## config.mk

```make
export PLATFORM = sky130hd
export DESIGN_NAME = alu_share_arbiter
export DESIGN_NICKNAME = d
export VERILOG_FILES = /design/src/rtl/alu_pkg.sv /design/src/rtl/rr_arbiter.sv /design/src/rtl/alu_share_arbiter.sv
export SDC_FILE = /design/constraint.sdc
export NUM_CORES = 1
export LEC_CHECK = 0
export BUFFER_PORTS_ARGS = -buffer_cell sky130_fd_sc_hd__buf_2
export CORE_AREA = 2 2 123 125
export CTS_CLUSTER_SIZE = 30
export DETAILED_ROUTE_END_ITERATION = 8
export DIE_AREA = 0 0 125 127
export PLACE_DENSITY = 0.61
export SLEW_MARGIN = 20
export SYNTH_ARGS = -nofsm -noshare
export SYNTH_HDL_FRONTEND = slang
export SYNTH_SLANG_ARGS = --single-unit
```

## constraint.sdc

```tcl
create_clock -name clk -period 1.9 [get_ports clk]
set_input_delay 0.285 -clock clk [delete_from_list [all_inputs] [get_ports clk]]
set_output_delay 0.285 -clock clk [all_outputs]
set_load 0.01 [all_outputs]
```

## src/rtl/alu_pkg.sv

```systemverilog
// rtl/alu_pkg.sv - shared ALU opcode, sizing and response types
package alu_pkg;

    typedef enum logic [3:0] {
        ALU_ADD   = 4'd0,
        ALU_SUB   = 4'd1,
        ALU_AND   = 4'd2,
        ALU_OR    = 4'd3,
        ALU_XOR   = 4'd4,
        ALU_SLTU  = 4'd5,
        ALU_SLT   = 4'd6,
        ALU_PASSB = 4'd7,
        ALU_SLL   = 4'd8,
        ALU_SRL   = 4'd9,
        ALU_SRA   = 4'd10
    } alu_op_e;

    localparam int MAX_REQ   = 4;
    localparam int ALU_WIDTH = 32;

    typedef struct packed {
        logic [ALU_WIDTH-1:0] sum;
        logic                 zero;
        logic                 slt;
        logic                 sltu;
    } alu_resp_t;

endpackage

```

## src/rtl/rr_arbiter.sv

```systemverilog
// rtl/rr_arbiter.sv - round-robin pick of the first eligible port at or after rr_ptr
module rr_arbiter #(
    parameter int NUM_REQ = 2,
    parameter int PTR_W   = 2
) (
    input  logic [NUM_REQ-1:0] eligible,
    input  logic [PTR_W-1:0]   rr_ptr,
    output logic [NUM_REQ-1:0] grant,
    output logic [PTR_W-1:0]   grant_idx,
    output logic               grant_valid
);

    int idx;

    always_comb begin
        grant       = '0;
        grant_idx   = '0;
        grant_valid = 1'b0;
        idx         = 0;
        for (int k = 0; k < NUM_REQ; k++) begin
            // rr_ptr is always below NUM_REQ, so one subtraction wraps the index
            idx = int'(rr_ptr) + k;
            if (idx >= NUM_REQ) begin
                idx = idx - NUM_REQ;
            end
            if (!grant_valid && eligible[idx]) begin
                grant[idx]  = 1'b1;
                grant_idx   = idx[PTR_W-1:0];
                grant_valid = 1'b1;
            end
        end
    end

endmodule

```

## src/rtl/alu_share_arbiter.sv

```systemverilog
// rtl/alu_share_arbiter.sv - shares one ALU between NUM_REQ requesters with per-port response buffers
module alu_share_arbiter
    import alu_pkg::*;
#(
    parameter int NUM_REQ = 2,
    parameter int WIDTH   = 32
) (
    input  logic                          clk,
    input  logic                          rst_n,
    input  logic [NUM_REQ-1:0]            req_valid,
    output logic [NUM_REQ-1:0]            req_ready,
    input  logic [NUM_REQ-1:0][WIDTH-1:0] req_srca,
    input  logic [NUM_REQ-1:0][WIDTH-1:0] req_srcb,
    input  logic [NUM_REQ-1:0][3:0]       req_ctrl,
    output logic [NUM_REQ-1:0]            resp_valid,
    input  logic [NUM_REQ-1:0]            resp_ready,
    output logic [NUM_REQ-1:0][WIDTH-1:0] resp_result,
    output logic [NUM_REQ-1:0]            resp_zero,
    output logic [NUM_REQ-1:0]            resp_slt,
    output logic [NUM_REQ-1:0]            resp_sltu,
    output logic [WIDTH-1:0]              alu_srca,
    output logic [WIDTH-1:0]              alu_srcb,
    output logic [3:0]                    alu_ctrl,
    input  logic [WIDTH-1:0]              alu_sum,
    input  logic                          alu_zero,
    input  logic                          alu_slt,
    input  logic                          alu_sltu
);

    localparam int PTR_W = $clog2(MAX_REQ);

    logic [PTR_W-1:0]   rr_ptr;
    logic [PTR_W-1:0]   grant_idx;
    logic [NUM_REQ-1:0] eligible;
    logic [NUM_REQ-1:0] grant;
    logic               grant_valid;

    // A full buffer may still accept if it is being drained this same cycle
    always_comb begin
        eligible = req_valid & (~resp_valid | resp_ready) & {NUM_REQ{rst_n}};
    end

    rr_arbiter #(
        .NUM_REQ (NUM_REQ),
        .PTR_W   (PTR_W)
    ) u_rr_arbiter (
        .eligible    (eligible),
        .rr_ptr      (rr_ptr),
        .grant       (grant),
        .grant_idx   (grant_idx),
        .grant_valid (grant_valid)
    );

    assign req_ready = grant;

    always_comb begin
        alu_srca = '0;
        alu_srcb = '0;
        alu_ctrl = 4'b0000;
        if (grant_valid) begin
            alu_srca = req_srca[grant_idx];
            alu_srcb = req_srcb[grant_idx];
            alu_ctrl = req_ctrl[grant_idx];
        end
    end

    always_ff @(posedge clk or negedge rst_n) begin
        if (!rst_n) begin
            rr_ptr <= '0;
        end else if (grant_valid) begin
            rr_ptr <= (int'(grant_idx) == NUM_REQ - 1) ? '0 : grant_idx + 1'b1;
        end
    end

    always_ff @(posedge clk or negedge rst_n) begin
        if (!rst_n) begin
            resp_valid  <= '0;
            resp_result <= '0;
            resp_zero   <= '0;
            resp_slt    <= '0;
            resp_sltu   <= '0;
        end else begin
            for (int i = 0; i < NUM_REQ; i++) begin
                if (grant[i]) begin
                    resp_valid[i]  <= 1'b1;
                    resp_result[i] <= alu_sum;
                    resp_zero[i]   <= alu_zero;
                    resp_slt[i]    <= alu_slt;
                    resp_sltu[i]   <= alu_sltu;
                end else if (resp_ready[i]) begin
                    resp_valid[i] <= 1'b0;
                end
            end
        end
    end

endmodule

```

== After elaboration in Yosys (flattened, before gate mapping) ==
Index checks and enable logic that the tools add are counted.
Widths: inputs -> output; s select.
Word-level totals
  register bits: 74
  output and inout port bits: 142
  logic and storage cells: 66
Cells by class
  $add $sub $neg: 4
  $lt $le $gt $ge: 7
  eq/ne operators: 1
  muxes and demuxes: 32
  bitwise gates (word level): 5
  reduce and logical (&&, ||, !) cells: 6
Operator list (number)
  $mux 32: 8
  $ge 32x1->1 const B: 2
  $lt 32x3->1 const B: 2
  $ge 32x3->1 const B: 1
  $sub 32x3->32 const B: 1
  $mux 1: 14
  $mux 4: 3
  $mux 2: 5
  $and 2x2->2: 2
  $or 2x2->2: 2
  $reduce_bool 2->1: 2
  $add 2x1->3 const B: 1
  $logic_and 1x1->1: 3
  $sub 2x2->3 const B: 1
  $add 2x1->2 const B: 1
  $demux 1 s1: 2
  $eq 2x2->1 const B: 1
  $ge 2x2->1 const B: 1
  $lt 2x2->1 const B: 1
  $not 2->2: 1
  $logic_not 1->1: 1

== Logic depth before layout (Yosys ltp) ==
Gate-level depths: netlist (run 1).
  depth in word-level cells: 14
  mapped depth: 7

== Modules after synthesis ==
A second synthesis (run 1) with hierarchy kept.
Second synthesis, totals
  cell total of the unflattened synthesis: 321
  area, all modules: 4311.6 sq um
Modules (own cells, without submodules)
  alu_share_arbiter: times used 1, cells an instance 314, area an instance 4265.3 sq um
  rr_arbiter: times used 1, cells an instance 7, area an instance 46.3 sq um

== Worst setup path after synthesis (run 1) ==
OpenSTA, ideal clock, no wires.
  path type: flip-flop to output port
  from: register resp_valid[1]
  to: output port alu_ctrl[0]
  arrival: 1612 ps
  data required time: 1615 ps
  slack: 3 ps
  cell stages (with the launch flop): 8
  cell sequence: dfrtp_1 -> nand2b_4 -> and3_4 -> buf_6 -> a21oi_1 -> buf_2 -> buf_2 -> a22o_1
Between the ends
  word-level cells in the longest chain between the ends: 14
RTL lines
  from (decl): RTL line alu_share_arbiter.sv:15  | output logic [NUM_REQ-1:0] resp_valid,
  from (signal assigned): RTL line alu_share_arbiter.sv:77  | resp_valid <= '0;
  from (signal, indexed assignment): RTL line alu_share_arbiter.sv:85  | resp_valid[i] <= 1'b1;
  from (signal, indexed assignment): RTL line alu_share_arbiter.sv:91  | resp_valid[i] <= 1'b0;
  $not 2->2 (*): RTL line alu_share_arbiter.sv:40  | eligible = req_valid & (~resp_valid | resp_ready) & {NUM_REQ{rst_n}};
  $or 2x2->2 (*): RTL line alu_share_arbiter.sv:40
  $and 2x2->2 (*) (2 in a row): RTL line alu_share_arbiter.sv:40
  $mux 1 (not written as such) (3 in a row): RTL line rr_arbiter.sv:26  | if (!grant_valid && eligible[idx]) begin
  $mux 1: RTL line rr_arbiter.sv:26
  $logic_not 1->1: RTL line rr_arbiter.sv:26
  $logic_and 1x1->1: RTL line rr_arbiter.sv:26
  $mux 2: RTL line rr_arbiter.sv:26
  $mux 4 (not written as such) (2 in a row): RTL line alu_share_arbiter.sv:63  | alu_ctrl = req_ctrl[grant_idx];
  $mux 4 (*): RTL line alu_share_arbiter.sv:60  | if (grant_valid) begin
  to (decl): RTL line alu_share_arbiter.sv:23  | output logic [3:0] alu_ctrl,
Every way passes the cells marked *; elsewhere a longest branch is shown, timed or not. The select of a mux whose other input is x is not followed.

== Final worst setup path (run 1) ==
  from: register resp_valid[1]
  to: output port alu_srca[22]
Between the ends
  word-level cells in the longest chain between the ends: 14
RTL lines
  $not 2->2 (*): RTL line alu_share_arbiter.sv:40
  $or 2x2->2 (*): RTL line alu_share_arbiter.sv:40
  $and 2x2->2 (*) (2 in a row): RTL line alu_share_arbiter.sv:40
  $mux 1 (not written as such) (3 in a row): RTL line rr_arbiter.sv:26
  $mux 1: RTL line rr_arbiter.sv:26
  $logic_not 1->1: RTL line rr_arbiter.sv:26
  $logic_and 1x1->1: RTL line rr_arbiter.sv:26
  $mux 2: RTL line rr_arbiter.sv:26
  $mux 32 (not written as such) (2 in a row): RTL line alu_share_arbiter.sv:61  | alu_srca = req_srca[grant_idx];
  $mux 32 (*): RTL line alu_share_arbiter.sv:60
  to (decl): RTL line alu_share_arbiter.sv:21  | output logic [WIDTH-1:0] alu_srca,
Marks and branches as above.

==> run metrics, run 1 <==
status finished, violations left; violations in the final reports negative setup slack; largest net degree at the start of global routing 67; initial antenna violation count 4; register bit total from synthesis 74; met2 usage 28.3%; Worst EP required 1620 ps; pwr/cell area 931 mW/mm2; RePlAce Congestion 0.924; critical path class flop to output port; RSZ-0062 raised after global routing yes; Port Buffer Count 318; sequential power share 35.8%; Pint 0.00414 W; Die X 125 um; GR Overflow Total 0; f_max 469 MHz; NumNets Final 773; critical path launch point resp_valid[1]; delay-heaviest family, CP buffers and inverters; hpwl dp 10,400 um; Syn Area/Cell 14.4 um2; fillcell total 1,371; Setup WS pre-CTS -21.2 ps; leakage power total 3.43 nW; GR Util met1 21.4%; DP Cell Count 742; GRT Max-Usage Layer met2; CP dominant cell by count buf_6; ys async rst share 100%; ys flop type dfrtp_1; worst setup margin -233 ps; hold_ws 190 ps; row cnt 44; Largest stage delay, worst path 400 ps; post-synthesis net count 427; Worst setup EP type output port; clock slew seen by the registers of the worst setup and hold paths 60 ps; P_sw 0.00171 W; Die H 127 um; DRT Pass-1 Iters 4; sw frac 29.2%; H-tree depth 3; number of synthesized flops with an enable pin 0; Syn Inst Count 250; Initial Util 25.0%; Final Cycle Share 112%; Worst-Skew Late Latency 340 ps; layout cells sized above 1 74.9%; sequential element share of the synthesized area 51.4%; Syn-to-layout area delta 74.5%; DR iter-0 viols 207; max-slew violation count 0; Final Power 0.00585 W; Hold Path Class input port to flop; WL final 15,200 um; yosys warns 0; final setup fails 95; Vias/cell 4.75; CP bufs+invs 4; Slew @ Worst Pin 820 ps; Sink Count 74; post-route insts no fill 788; critical path arrival 1850 ps; root buf cell clkbuf_16; Max Buffers Root-to-Sink 2; routed wire length per instance 19.3 um; Synth cell types 26; slew margin rel. 45.3%; Netlist Area Pre-Place 0.00360 mm2; worst r2r src resp_valid[1]; Final Critical Period 2130 ps; first-pass GRT wire length 21,200 um; CP Cell Sequence nand2b_4, and3_4, a21oi_4, buf_6, buf_6, buf_16, a22o_1, buf_2; Clock power frac 32.4%; number of global-route vias before repair 3,632; worst-path cell with the longest stage delay dfrtp_1; CTS tree yes; Die Footprint 0.0159 mm2; clock skew 7.01 ps; drt drc 0; Peak supply drop 0.568 mV; Post-DRT Antenna Nets 0; grt met3 use 6.03%; Crit Path Max Fanout 8; Max-Cap Viols 0; CTS Buf Count 9; worst hold path startpoint alu_sum[30]; Core Area 0.0144 mm2; GRT Util Overall 17.3%; setup TNS -14,820 ps; Comb pwr share 31.8%; Final Hold Fails 0; Startpoint Class flop; Vias 3,740; Ports 319
worst reg2reg max path: stages (launching register included):
cell	delay, ps
dfrtp_1	380
nand2b_4	60
and3_4	160
buf_6	120
buf_6	110
a211o_4	360
buf_12	160
clkbuf_16	170
mux2_4	300
cell type report:
class / count / area [um2] / area share [%]
timing repair buffer: 358 / 2230 / 35.5
multi-input combinational: 151 / 1620 / 25.7
clock buffer: 10 / 239 / 3.80
tap: 184 / 230 / 3.66
inverter: 2 / 10.0 / 0.159
clock inverter: 6 / 97.6 / 1.55
antenna: 3 / 7.51 / 0.119
sequential: 74 / 1850 / 29.5
sequential cells by signal, indices dropped and copies added (netlist names):
| register | flops |
|---|---|
| resp_valid | 2 |
| resp_slt | 2 |
| resp_sltu | 2 |
| resp_zero | 2 |
| rr_ptr | 2 |
| resp_result | 64 |
worst paths after layout:
path,endpoint,slack [ps],cells after the start
setup / recovery,alu_srca[22],-230,8
hold / removal,resp_result[62],190,2
setup reg to reg,resp_result[14],-30,8
hold reg to reg,resp_result[62],500,1
max in group asynchronous,resp_result[8],1170,2
min in group asynchronous,resp_result[50],200,2
per-layer routing:
metal  wire length (um)  vias up
met1               5880     1857
met5                 13        -
met2               7660      209
met4                152        2
li1                   -     1657
met3               1510       15
cells in the mapped netlist, types with 2 or more instances:
cell | number | area [um2]
mux2_4 | 28 | 420
buf_12 | 2 | 40.0
buf_2 | 7 | 35.0
mux2_2 | 41 | 462
buf_1 | 3 | 11.3
nand2_1 | 2 | 7.51
clkbuf_1 | 7 | 26.3
a22o_1 | 68 | 596
buf_6 | 2 | 22.5
dfrtp_1 | 74 | 1850
cells in the final DEF (no fill, tap or decap), drive strengths merged, types with 2 or more instances in the layout:
master / instances
inv: 4
a22o: 68
clkbuf: 14
nand2b: 2
nand2: 2
mux2: 70
clkinv: 2
buf: 353
bufinv: 2
dfrtp: 74
diode: 3
cells by family after synthesis:
group           share of synthesized area [%]
flops                                    51.4
compound gates                           17.2
simple gates                             1.70
buf+inv                                  4.59
mux                                      25.1
per-stage QoR:
step / instance area [um2] / utilization (%)
after floorplan: 3600 / -
after global routing: 6280 / 43.5
after CTS: 6140 / 42.5
after detailed placement: 5430 / 37.7
after global placement: 5430 / 37.7
final: 6280 / 43.6
repair_timing:
item | CTS | global route
gates resized for setup | 25 | 7
hold buffers | 1 | 0
endpoints found under the setup margin | 70 | 101
cloned | 7 | 5
hold endpoints to repair | 8 | 0
pin swaps | 5 | 25
setup buffers | 13 | 3
power groups by stage:
| stage | Combinational [W] | Sequential, W | Clock (W) |
|---|---|---|---|
| floorplan | 0.000705 | 0.00226 | 0 |
| global placement | 0.00166 | 0.00210 | 0 |
| detailed placement | 0.00169 | 0.00211 | 0 |
| CTS | 0.00183 | 0.00210 | 0.00195 |
| global route | 0.00198 | 0.00214 | 0.00202 |
| finish | 0.00186 | 0.00210 | 0.00189 |
(Power assumes the default switching activity.)
==> run 2, diff against run 1 <==
Settings changed: PLACE_DENSITY 0.61 to 0.62.
==> run 2 against run 1 <==
- the flow still finishes with violations (negative setup slack)
- final area is 3.7% lower
- sequential power about the same
- routed wire length decreased by 7.9%
- combinational power fell by 5%
- die area is the same
- cell count decreased by 2.3%
- sequential share of layout area grew 1.1 points
- count of clock-buffer cells in the layout is 2 higher
- global-route usage shrank 0.83 points
- flip-flop and latch count did not move
- critical endpoint is now alu_srca[12]
- largest cell class unchanged
- largest power group unchanged
==> run metrics, run 2 (same netlist as run 1, synthesis figures left out) <==
leakage power total 3.31 nW (-3.4%); reg2reg end resp_result[1]; CTS tree yes; Ports 319 (unchanged); Crit Path Max Fanout 16 (+8); Die X 125 um (unchanged); CTS Buf Count 9 (unchanged); Reg2Reg Depth 7 (-1); clock skew 2.58 ps (-4.43 ps); root buf cell clkbuf_16; setup TNS -8810 ps (+6010 ps); CP Cell Sequence nand2b_4, and3_4, o21ai_4, inv_4, buf_12, a22o_1, buf_2; Post-DRT Antenna Nets 0 (unchanged); largest net degree at the start of global routing 65 (-3.0%); DP Cell Count 740 (-0.27%); register-to-register setup slack 20 ps (+50 ps); worst r2r src resp_valid[1]; final setup fails 69 (-27%); GR Overflow Total 0 (unchanged); Final Cycle Share 109% (-3.3 points); drt drc 0 (unchanged); Startpoint Class flop; Worst EP required 1620 ps (about the same); slew margin rel. 47.0% (+1.7 points); Worst-Skew Late Latency 330 ps (about the same); Vias/cell 4.65 (-2.0%); violations in the final reports negative setup slack; Sink Count 74 (unchanged); DRT Pass-1 Iters 4 (unchanged); NumNets Final 757 (-2.1%); Die H 127 um (unchanged); status finished, violations left; worst setup margin -171 ps (+62.5 ps); commonest cells after routing, fill and taps aside buf_2 (313), dfrtp_1 (73), a22o_1 (66); RePlAce Congestion 0.885 (-4.2%); row cnt 44 (unchanged); Syn-to-layout area delta 68.1%; pwr/cell area 944 mW/mm2 (+1.4%); DR iter-0 viols 121 (-42%); delay-heaviest family, CP buffers and inverters; initial antenna violation count 4 (unchanged); Final Power 0.00571 W (-2.4%); Largest stage delay, worst path 410 ps (about the same); post-route insts no fill 770 (-2.3%); Core Area 0.0144 mm2 (unchanged); worst-path cell with the longest stage delay dfrtp_1; Worst setup EP type output port; Die Footprint 0.0159 mm2 (unchanged); critical path arrival 1790 ps (-60 ps); Initial Util 25.0% (unchanged); RSZ-0062 raised after global routing yes; number of global-route vias before repair 3,671 (+1.1%); critical path class flop to output port; first-pass GRT wire length 20,400 um (-3.7%); Peak supply drop 0.712 mV (+25%); Port Buffer Count 318 (unchanged); WL final 14,000 um (-7.9%); Hold Path Class input port to async pin; H-tree depth 3 (unchanged); Slew @ Worst Pin 795 ps (-25.2 ps); max-slew violation count 0 (unchanged); routed wire length per instance 18.2 um (-5.7%); Max-Cap Viols 0 (unchanged); layout cells sized above 1 74.5% (-0.35 points); clock slew seen by the registers of the worst setup and hold paths 50 ps (about the same); Final Hold Fails 0 (unchanged); Top reg by flops resp_result; most common cell after layout, fill and taps aside buf_2; Max Buffers Root-to-Sink 2 (unchanged); CP bufs+invs 3 (-1); hpwl dp 10,500 um (+0.77%); GRT Util Overall 16.5% (-0.83 points); max reg flops 64 (unchanged); Final Critical Period 2070 ps (-62.5 ps); f_max 483 MHz (+3.0%); Vias 3,581 (-4.3%)
==> run 2: through the flow <==
stage / worst slack, ps / area [um2] / hold WS [ps] / utilization [%]
final: -171 / 6050 / 152 / 41.9
after CTS: -240 / 5990 / 171 / 41.5
after detailed placement: -63.8 / 5430 / 248 / 37.7
after floorplan: 3.33 / 3600 / -10.6 / -
after global routing: -247 / 6050 / 186 / 41.9
after global placement: -16.0 / 5430 / 239 / 37.7
==> run 2: routing by layer <==
metal,wire length [um],up-vias,GRT usage [%],part of all wire [%]
li1,-,1611,-,-
met1,5350,1747,19.2,38
met2,7080,191,27.5,50
met3,1160,28,6.16,8.3
met4,416,4,6.80,3.0
met5,25,-,0,0.18
==> run 2: how the worst max path moves through the flow <==
| stage | from | to | slack, ps | depth (start not counted) |
|---|---|---|---|---|
| 5_1_grt | resp_valid[1] | alu_srcb[16] | -250 | 6 |
| 4_1_cts | resp_valid[1] | alu_srcb[23] | -240 | 7 |
| 2_1_floorplan | resp_valid[1] | alu_ctrl[0] | 3 | 7 |
| 6_report | resp_valid[1] | alu_srca[12] | -170 | 7 |
| 3_5_place_dp | resp_ready[0] | alu_srca[3] | -60 | 7 |
| 3_3_place_gp | resp_ready[0] | alu_srca[3] | -20 | 8 |
==> run 2: cell type report <==
class	count	area (um2)
timing repair buffer	342	1980
tap	184	230
clock buffer	12	256
inverter	2	10.0
antenna	1	2.50
sequential	74	1850
fill	1395	8370
clock inverter	4	73.8
multi-input combinational	151	1640
==> run 2: power by group <==
group	switching (W)	leakage, nW	internal [W]
registers	0.000186	0.873	0.00191
logic	0.000801	2.27	0.000966
clock network	0.000622	0.163	0.00122
total	0.00161	3.31	0.00410
==> run 2: what timing repair did <==
action,in CTS,in global routing
endpoints found under the setup margin,70,93
hold endpoints to repair,10,0
hold buffers,1,0
gates cloned,3,3
setup buffers,7,2
pin swaps,4,8
resized for setup,16,8
==> run 3, diff against run 2 <==
Settings changed: GPL_TIMING_DRIVEN set to 0, PLACE_DENSITY 0.62 to 0.6, SLEW_MARGIN 20 to unset.
Clock period 1.9 ns to 2 ns, I/O delays scaled along.
==> run 3 against run 2 <==
- the run still ends with negative setup slack left
- sequential share of layout area fell by 0.29 points
- count of clock-buffer cells in the layout fell by 1
- final area rose by 0.97%
- sequential power fell by 5%
- non-clock buffer count rose by 18
- routed wire length rose by 2.9%
- critical path depth did not move
- total power fell by 7.1%
- register-to-register slack improved by 90 ps
- via count rose by 2.0%
- flip-flop and latch count did not move
- critical path type unchanged
==> run metrics, run 3 (same netlist as run 1, synthesis figures left out) <==
Die Footprint 0.0159 mm2 (unchanged); GRT Util Overall 17.1% (+0.62 points); number of global-route vias before repair 3,740 (+1.9%); Final Cycle Share 107%; Crit Path Max Fanout 6 (-10); critical path class flop to output port; Worst EP required 1700 ps (+80 ps); drt drc 0 (unchanged); hpwl dp 11,500 um (+9.4%); WL final 14,400 um (+2.9%); GR Util met1 19.8% (+0.58 points); routed wire length per instance 18.3 um (+0.55%); Vias 3,653 (+2.0%); GRT Max-Usage Layer met2; root buf cell clkbuf_16; layout cells sized above 1 74.3% (-0.28 points); status finished, violations left; Worst-Skew Late Latency 340 ps (about the same); CP dominant cell by count buf_6; slew margin rel. 42.8% (-4.2 points); Ports 319 (unchanged); CTS tree yes; worst-path cell with the longest stage delay dfrtp_1; leakage power total 3.36 nW (+1.7%); RePlAce Congestion 0.919 (+3.8%); CP bufs+invs 3 (unchanged); clock slew seen by the registers of the worst setup and hold paths 60 ps (about the same); Syn-to-layout area delta 69.7%; met2 usage 29.8% (+2.3 points); Die H 127 um (unchanged); Port Buffer Count 318 (unchanged); Area after DPL 0.00544 mm2 (+0.23%); pwr/cell area 869 mW/mm2 (-8.0%); Final Power 0.00531 W (-7.1%); Initial Util 25.0% (unchanged); DR iter-0 viols 109 (-9.9%); Top reg by flops resp_result; NumNets Final 775 (+2.4%); Vias/cell 4.64 (-0.32%); Largest stage delay, worst path 380 ps (-30 ps); Worst setup EP type output port; clock skew 6.95 ps (+4.37 ps); most common cell after layout, fill and taps aside buf_2; RSZ-0062 raised after global routing yes; Max-Cap Viols 0 (unchanged); register-to-register setup slack 110 ps (+90 ps); CP Cell Sequence nand2b_1, nand3_4, a21oi_4, buf_6, buf_6, a22o_1, buf_2; Sink Count 74 (unchanged); f_max 469 MHz; initial antenna violation count 4 (unchanged); final core occ 42.4% (+0.41 points); max reg flops 64 (unchanged); Max Buffers Root-to-Sink 2 (unchanged); GR Overflow Total 0 (unchanged); Startpoint Class flop; max-slew violation count 0 (unchanged); final instance area 0.00611 mm2 (+0.97%); Slew @ Worst Pin 855 ps (+60.4 ps); Peak supply drop 0.603 mV (-15%); Hold Path Class input port to flop; first-pass GRT wire length 20,900 um (+2.4%); DRT Pass-1 Iters 4 (unchanged); worst setup margin -134 ps (+36.6 ps); Final Hold Fails 0 (unchanged); delay-heaviest family, CP buffers and inverters; Die X 125 um (unchanged); violations in the final reports negative setup slack; Post-DRT Antenna Nets 0 (unchanged); CTS Buf Count 9 (unchanged); Core Area 0.0144 mm2 (unchanged); H-tree depth 3 (unchanged); critical path arrival 1830 ps (+40 ps); Final Critical Period 2130 ps; grt met3 use 5.32% (-0.84 points); largest net degree at the start of global routing 39 (-40%); row cnt 44 (unchanged); final setup fails 68 (-1.4%); commonest cells after routing, fill and taps aside buf_2 (318), dfrtp_1 (73), a22o_1 (68)
## run 3: per-stage QoR
stage	worst slack [ps]	setup TNS (ps)	std cells	hold slack, ps
final	-134	-4830	788	191
after global routing	-223	-11020	788	192
after CTS	-161	-8310	782	179
after detailed placement	-949	-89110	753	306
after global placement	-1760	-203640	752	479
after floorplan	88.3	0	250	4.41
## run 3: power by group
part           internal [W]  switching, W
registers           0.00182      0.000175
logic              0.000933      0.000761
clock network      0.000995      0.000624
total               0.00375       0.00156
## run 3: path summary, 6_finish.rpt
check,from,to,cells past startpoint
min reg2reg,resp_result[62],resp_result[62],1
max,resp_valid[0],alu_ctrl[3],7
max reg2reg,resp_valid[1],resp_result[31],7
max in group asynchronous,rst_n,rr_ptr[0],3
min,alu_sum[30],resp_result[62],2
min in group asynchronous,rst_n,resp_result[51],3
## run 3: routing by layer
metal  part of all wire (%)  vias up  wire [um]
met3                    7.6       27       1100
li1                       -     1650          -
met4                    1.8        4        259
met5                   0.24        -         34
met2                     52      195       7570
met1                     38     1777       5460
## run 3: area by class of cell
type / count / area [um2]
fillers: 1380 / 8310
well taps: 184 / 230
diodes: 2 / 5.00
inverters: 2 / 12.5
multi-input cells: 151 / 1610
clock inverters: 4 / 52.6
flip-flops and latches: 74 / 1850
plain buffers: 20 / 216
repair buffers: 340 / 1880
clock buffers: 11 / 243
## run 3: repair_timing
action | CTS | global route
pin swaps | 10 | 21
gates cloned | 3 | 0
gates resized for setup | 48 | 9
endpoints found under the setup margin | 117 | 69
setup buffers | 9 | 4
endpoints found under the hold margin | 38 | 0
hold buffers | 5 | 0
## run 3: worst reg2reg max path, cell delays in order, from the launching register on
cell      delay [ps]
dfrtp_1          400
nand2b_4          80
and3_4           230
a211o_1          180
buf_12           150
buf_4            240
buf_12           190
mux2_4           310
